<file path="src/rtl/vend_pkg.sv">
// Shared vending-machine types: amount width, state encodings and amount arithmetic.
package vend_pkg;

  localparam int unsigned AMT_W   = 8;
  localparam int unsigned MAX_AMT = 255;
  localparam int unsigned ST_W    = 3;

  typedef logic [AMT_W-1:0] amt_t;

  typedef enum logic [ST_W-1:0] {
    FS_IDLE    = 3'd0,
    FS_COLLECT = 3'd1,
    FS_CHANGE  = 3'd2,
    FS_ISSUE   = 3'd3
  } fare_state_e;

  typedef enum logic [ST_W-1:0] {
    TX_IDLE      = 3'd0,
    TX_SEND_RDY  = 3'd1,
    TX_SEND_DATA = 3'd2,
    TX_WAIT_CHG  = 3'd3
  } tx_state_e;

  // Carry-preserving sum so overflow past MAX_AMT is visible.
  function automatic logic [AMT_W:0] amt_sum(input amt_t a, input amt_t b);
    return {1'b0, a} + {1'b0, b};
  endfunction

endpackage

</file>
<file path="src/rtl/chg_link_tx.sv">
// Ready/data handshake into the change block, then waits for its completion.
// FARE_CHG_TIMEOUT_EN adds a bounded wait that reports a timeout.
module chg_link_tx
  import vend_pkg::*;
#(
  parameter int unsigned TIMEOUT = 64
) (
  input  logic             clk,
  input  logic             rst,
  input  logic             start_c,
  input  logic [AMT_W-1:0] chg_amt,
  input  logic             chg_done,
  output logic             out_rdy,
  output logic [AMT_W-1:0] data_out,
  output logic             done_c,
  output logic             timeout_c
);

  tx_state_e  state_q, state_d;
  logic       out_rdy_q, out_rdy_d;
  amt_t       data_q, data_d;

`ifdef FARE_CHG_TIMEOUT_EN
  localparam int unsigned CNT_W = $clog2(TIMEOUT + 1);
  logic [CNT_W-1:0] cnt_q, cnt_d;
`endif

  always_comb begin
    state_d   = state_q;
    done_c    = 1'b0;
    timeout_c = 1'b0;
`ifdef FARE_CHG_TIMEOUT_EN
    cnt_d     = '0;
`endif
    case (state_q)
      TX_IDLE:      if (start_c) state_d = TX_SEND_RDY;
      TX_SEND_RDY:  state_d = TX_SEND_DATA;
      TX_SEND_DATA: state_d = TX_WAIT_CHG;
      TX_WAIT_CHG: begin
        if (chg_done) begin
          done_c  = 1'b1;
          state_d = TX_IDLE;
        end
`ifdef FARE_CHG_TIMEOUT_EN
        else if (cnt_q == CNT_W'(TIMEOUT - 1)) begin
          timeout_c = 1'b1;
          state_d   = TX_IDLE;
        end else begin
          cnt_d = cnt_q + CNT_W'(1);
        end
`endif
      end
      default: state_d = TX_IDLE;
    endcase
    // Outputs follow the next state so they line up with it once registered.
    out_rdy_d = (state_d == TX_SEND_RDY);
    data_d    = (state_d == TX_SEND_DATA) ? chg_amt : '0;
  end

  always_ff @(posedge clk or posedge rst) begin
    if (rst) begin
      state_q   <= TX_IDLE;
      out_rdy_q <= 1'b0;
      data_q    <= '0;
`ifdef FARE_CHG_TIMEOUT_EN
      cnt_q     <= '0;
`endif
    end else begin
      state_q   <= state_d;
      out_rdy_q <= out_rdy_d;
      data_q    <= data_d;
`ifdef FARE_CHG_TIMEOUT_EN
      cnt_q     <= cnt_d;
`endif
    end
  end

  assign out_rdy  = out_rdy_q;
  assign data_out = data_q;

endmodule

</file>
<file path="src/rtl/fare_collect.sv">
// Ticket vending payment front end: price latch, coin accumulation, issue/change/refund.
// FARE_CHG_TIMEOUT_EN enables the change-completion timeout and the fault output.
module fare_collect
  import vend_pkg::*;
#(
  parameter int unsigned TIMEOUT = 64
) (
  input  logic             clk,
  input  logic             rst,
  input  logic             price_RDY,
  input  logic [AMT_W-1:0] price,
  input  logic             coin_valid,
  input  logic [AMT_W-1:0] coin_value,
  input  logic             cancel,
  input  logic             chg_done,
  output logic             out_RDY,
  output logic [AMT_W-1:0] DATA_out,
  output logic             ticket,
  output logic             coin_reject,
  output logic [AMT_W-1:0] paid_amt,
  output logic             busy
`ifdef FARE_CHG_TIMEOUT_EN
  ,
  output logic             fault
`endif
);

  fare_state_e      state_q, state_d;
  amt_t             price_q, price_d;
  amt_t             paid_q, paid_d;
  amt_t             chg_q, chg_d;
  logic             refund_q, refund_d;
  logic             ticket_q, ticket_d;
  logic             coin_reject_q, coin_reject_d;
  logic             busy_q, busy_d;
  logic             start_c, coin_ok_c;
  logic             link_done_c, link_timeout_c;
  logic [AMT_W:0]   coin_sum_c;

  assign coin_sum_c = amt_sum(paid_q, coin_value);

  always_comb begin
    state_d   = state_q;
    price_d   = price_q;
    paid_d    = paid_q;
    chg_d     = chg_q;
    refund_d  = refund_q;
    start_c   = 1'b0;
    coin_ok_c = 1'b0;
    case (state_q)
      FS_IDLE: begin
        if (price_RDY && (price != '0)) begin
          state_d  = FS_COLLECT;
          price_d  = price;
          paid_d   = '0;
          chg_d    = '0;
          refund_d = 1'b0;
        end
      end
      FS_COLLECT: begin
        // Cancel wins over both the decision and a same-cycle coin.
        if (cancel) begin
          if (paid_q == '0) begin
            state_d = FS_IDLE;
          end else begin
            refund_d = 1'b1;
            chg_d    = paid_q;
            start_c  = 1'b1;
            state_d  = FS_CHANGE;
          end
        end else if (paid_q == price_q) begin
          state_d = FS_ISSUE;
        end else if (paid_q > price_q) begin
          chg_d   = paid_q - price_q;
          start_c = 1'b1;
          state_d = FS_CHANGE;
        end else if (coin_valid && (coin_sum_c <= (AMT_W + 1)'(MAX_AMT))) begin
          coin_ok_c = 1'b1;
          paid_d    = coin_sum_c[AMT_W-1:0];
        end
      end
      FS_CHANGE: begin
        if (link_done_c) begin
          state_d = refund_q ? FS_IDLE : FS_ISSUE;
        end else if (link_timeout_c) begin
          state_d = FS_IDLE;
        end
      end
      FS_ISSUE: begin
        state_d  = FS_IDLE;
        paid_d   = '0;
        chg_d    = '0;
        refund_d = 1'b0;
      end
      default: state_d = FS_IDLE;
    endcase
    ticket_d      = (state_d == FS_ISSUE);
    busy_d        = (state_d != FS_IDLE);
    coin_reject_d = coin_valid && !coin_ok_c;
  end

  always_ff @(posedge clk or posedge rst) begin
    if (rst) begin
      state_q       <= FS_IDLE;
      price_q       <= '0;
      paid_q        <= '0;
      chg_q         <= '0;
      refund_q      <= 1'b0;
      ticket_q      <= 1'b0;
      coin_reject_q <= 1'b0;
      busy_q        <= 1'b0;
    end else begin
      state_q       <= state_d;
      price_q       <= price_d;
      paid_q        <= paid_d;
      chg_q         <= chg_d;
      refund_q      <= refund_d;
      ticket_q      <= ticket_d;
      coin_reject_q <= coin_reject_d;
      busy_q        <= busy_d;
    end
  end

  chg_link_tx #(
    .TIMEOUT (TIMEOUT)
  ) u_chg_link_tx (
    .clk       (clk),
    .rst       (rst),
    .start_c   (start_c),
    .chg_amt   (chg_q),
    .chg_done  (chg_done),
    .out_rdy   (out_RDY),
    .data_out  (DATA_out),
    .done_c    (link_done_c),
    .timeout_c (link_timeout_c)
  );

`ifdef FARE_CHG_TIMEOUT_EN
  logic fault_q;

  always_ff @(posedge clk or posedge rst) begin
    if (rst) fault_q <= 1'b0;
    else     fault_q <= link_timeout_c;
  end

  assign fault = fault_q;
`else
  logic unused_timeout;
  assign unused_timeout = link_timeout_c;
`endif

  assign ticket      = ticket_q;
  assign coin_reject = coin_reject_q;
  assign paid_amt    = paid_q;
  assign busy        = busy_q;

endmodule

</file>
<file path="config.mk">
export PLATFORM = sky130hd
export DESIGN_NAME = fare_collect
export DESIGN_NICKNAME = d
export VERILOG_FILES = /design/src/rtl/vend_pkg.sv /design/src/rtl/chg_link_tx.sv /design/src/rtl/fare_collect.sv
export SDC_FILE = /design/constraint.sdc
export NUM_CORES = 1
export LEC_CHECK = 0
export BUFFER_PORTS_ARGS = -buffer_cell sky130_fd_sc_hd__buf_4
export CAP_MARGIN = 15
export CORE_MARGIN = 2
export CORE_UTILIZATION = 45
export CTS_CLUSTER_DIAMETER = 60
export DETAILED_ROUTE_END_ITERATION = 7
export PLACE_DENSITY = 0.71
export SLEW_MARGIN = 20
export SYNTH_ARGS = -nofsm -noshare
export SYNTH_HDL_FRONTEND = slang
export SYNTH_HIERARCHICAL = 1
export SYNTH_SLANG_ARGS = --single-unit
</file>
<file path="constraint.sdc">
create_clock -name clk -period 6.5 [get_ports clk]
set_input_delay 0 -clock clk [delete_from_list [all_inputs] [get_ports clk]]
set_output_delay 0 -clock clk [all_outputs]
set_load 0.05 [all_outputs]
</file>
==> results.json <==
{
  "status": "completed",
  "clock_latency_ns": 0.29,
  "dieArea_um2": 6188,
  "drv_cap": 0,
  "cp.required_ns": 6.68,
  "fin_nets": 346,
  "clk_path_buf_depth": 2,
  "route.detailed.drc": 0,
  "yosys.area.top_type": "dfrtp_1",
  "synthCells": 251,
  "clk_transition_reported_paths_ns": 0.07,
  "synth-seq-cells": 43,
  "drv_slew": 0,
  "antennaDiodeCount": 0,
  "min_to": "paid_amt[0]$_DFFE_PP0P_",
  "crit_chain": "inv_1, fa_1, nand2b_1, a211oi_2, o22ai_1, a21bo_2, a221oi_4, mux2_2",
  "syn_area_per_cell_um2": 9.995,
  "r2r_start": "paid_amt[1]$_DFFE_PP0P_",
  "htree_levels": 2,
  "grt_usage_pct": 19.23,
  "synth_edf_count": 0,
  "initial_core_util_pct": 46.12,
  "reg2reg_depth": 8,
  "die_h_um": 78.67,
  "ys.flop_type": "dfrtp_1",
  "yosysWarnings": 6,
  "routed-via-count": 2023,
  "yosys-top-cells-area": "dfrtp_1 (43%), ha_1 (8.0%), mux2_2 (3.6%)",
  "fin_setup_tns_ns": 0,
  "skew_ns": 0.004867,
  "synth.top_cell.area_share_pct": 42.89,
  "drive_above_1_share_pct": 22.22,
  "worstSetupPathType": "reg2reg",
  "max_freq_ghz": 0.3458,
  "worstMarginPinSlew_ns": 0.5679,
  "io_pins": 42,
  "cp_slowest_cell": "dfrtp_1",
  "hold_class": "in2reg",
  "setup_viol": 0,
  "hp-start": "coin_value[0]",
  "cts-root-buf": "clkbuf_8",
  "peakVddDrop_v": 0.00009210,
  "finalPower_uw": 738.4,
  "final_cell_mix": "dfrtp_1 (43), buf_4 (43), nor2_1 (20)",
  "numCtsBuffers": 5,
  "setup.worst_path.start_class": "register",
  "wl_per_cell_um": 14.68,
  "finalCriticalPeriod_ns": 2.892,
  "syn_area_um2": 2509,
  "grt.overflow.total": 0,
  "grt_max_degree": 32,
  "crit_arrival_ns": 3.07,
  "max_stage_delay_ns": 0.53,
  "worstReg2RegEnd": "chg_q[2]$_DFFE_PP0P_",
  "hold_violations": 0,
  "slew_headroom_pct": 61.89,
  "r2r_slack_ns": 3.61,
  "min_path_cells": 3,
  "rsz0062_at_grt": "no",
  "synth_seq_area_share_pct": 42.89,
  "ys_async_sr_fraction_pct": 100.0,
  "grt_pass1_vias": 2066,
  "rows": 27,
  "tritoncts": "yes",
  "p_leak_nw": 1.485,
  "via_per_inst": 5.352,
  "critPathCaptureType": "register",
  "drtAntennaViolNets": 0,
  "grt_first_pass_wirelength_um": 9246,
  "synth_cell_types": 55,
  "place.gp.congestion": 0.9501,
  "post_cts_resize_count": 0,
  "drtIter0Drc": 82,
  "cp_max_fo": 8,
  "cts_num_sinks": 43,
  "power.density_nw_per_um2": 238.9,
  "hpwl_um": 4222,
  "port_buffers": 41,
  "chipWidth_um": 78.67,
  "design.core.area_um2": 5439,
  "routed_wl_um": 5550,
  "antenna_found_initial": 0,
  "syn_to_final_growth_pct": 23.19,
  "fin_crit_sh_pct": 44.49,
  "drt_pass1_iterations": 4,
  "nFillCells": 473
}
## what timing repair did
action                    in CTS  in global routing
hold buffers                  11                  0
setup buffers                  0                  0
hold endpoints to repair      53                  0
## through the flow
stage,cells,instance area [µm²],setup WS (ns),hold slack [ns],util (%)
floorplan,252,2512,3.569,-0.1353,-
global placement,360,2893,3.731,0.02276,53.19
detailed placement,360,2893,3.672,0.04020,53.19
CTS,378,3090,3.595,0.04782,56.82
global route,378,3090,3.463,0.06341,56.82
finish,378,3090,3.608,0.05403,56.82
## critical path: cells and delay by family (launching register included)
kind | cells | cell delay, ns
adders and majority gates | 1 | 0.44
and+or+nand+nor | 1 | 0.22
muxes | 1 | 0.39
DFF | 1 | 0.53
AOI/OAI and AO/OA | 4 | 1.08
buffers and inverters | 1 | 0.11
## power breakdown
| group | internal (mW) | leakage (nW) | switching [mW] | total, mW |
|---|---|---|---|---|
| sequential | 0.293 | 0.574 | 0.0193 | 0.312 |
| combinational | 0.108 | 0.864 | 0.150 | 0.258 |
| clock | 0.0833 | 0.0470 | 0.0844 | 0.168 |
## cell usage after synthesis (4+ instances only)
master / count
xnor2_1: 5
nor3_1: 7
clkbuf_1: 4
nand2_1: 16
nand3_1: 4
nor2_1: 20
a21o_1: 4
a21oi_1: 13
nand2b_1: 7
a211oi_1: 5
dfrtp_1: 43
nor2b_1: 4
ha_1: 16
nor4_1: 6
mux2_2: 8
a22o_1: 8
o21ai_0: 14
and2_1: 8
inv_1: 14
## state kept, by name (all words and copies together) (netlist names)
register / flops
chg_q: 8
paid_amt: 8
price_q: 8
u_chg_link_tx/data_out: 8
state_q: 3
u_chg_link_tx/state_q: 3
busy: 1
coin_reject: 1
refund_q: 1
ticket: 1
u_chg_link_tx/out_rdy: 1
## per-layer routing
layer  share of wire [%]  vias up  GRT usage, %  routed length, µm
met2                  52       51         35.04               2882
met1                  41      939         22.27               2284
met3                 3.4       12         3.448                186
met5                   0        -             0                  0
met4                 3.5        0         7.368                197
li1                    -     1021             -                  -
## worst max path at each step
stage,startpoint,to,slack [ns],cells after the start
after CTS,paid_amt[0]$_DFFE_PP0P_,chg_q[2]$_DFFE_PP0P_,3.59,9
after global placement,paid_amt[1]$_DFFE_PP0P_,chg_q[0]$_DFFE_PP0P_,3.73,8
after global routing,paid_amt[0]$_DFFE_PP0P_,paid_amt[4]$_DFFE_PP0P_,3.46,8
after floorplan,paid_amt[0]$_DFFE_PP0P_,chg_q[0]$_DFFE_PP0P_,3.57,9
after detailed placement,paid_amt[0]$_DFFE_PP0P_,chg_q[2]$_DFFE_PP0P_,3.67,9
final,paid_amt[1]$_DFFE_PP0P_,chg_q[2]$_DFFE_PP0P_,3.61,8
## logic make-up after synthesis
family | after synthesis | share of synthesized area, %
AOI/OAI and AO/OA | 69 | 20.10
xor gates and xnor gates | 6 | 2.095
adders and majority gates | 18 | 9.576
buffers and inverters | 21 | 3.391
DFF | 43 | 42.89
muxes | 9 | 3.990
other | 2 | 0.2994
and+or+nand+nor | 83 | 17.66
## area by class of cell
type | count | area [µm²] | area share (%)
Timing Repair Buffer | 54 | 432.9 | 14.01
Tap cell | 72 | 90.09 | 2.915
Clock inverter | 1 | 5.005 | 0.1619
Multi-Input combinational cell | 188 | 1351 | 43.72
Sequential cell | 43 | 1076 | 34.82
Clock buffer | 6 | 82.58 | 2.672
Inverter | 14 | 52.55 | 1.700
Note: power is estimated with default switching activity, not from simulation.
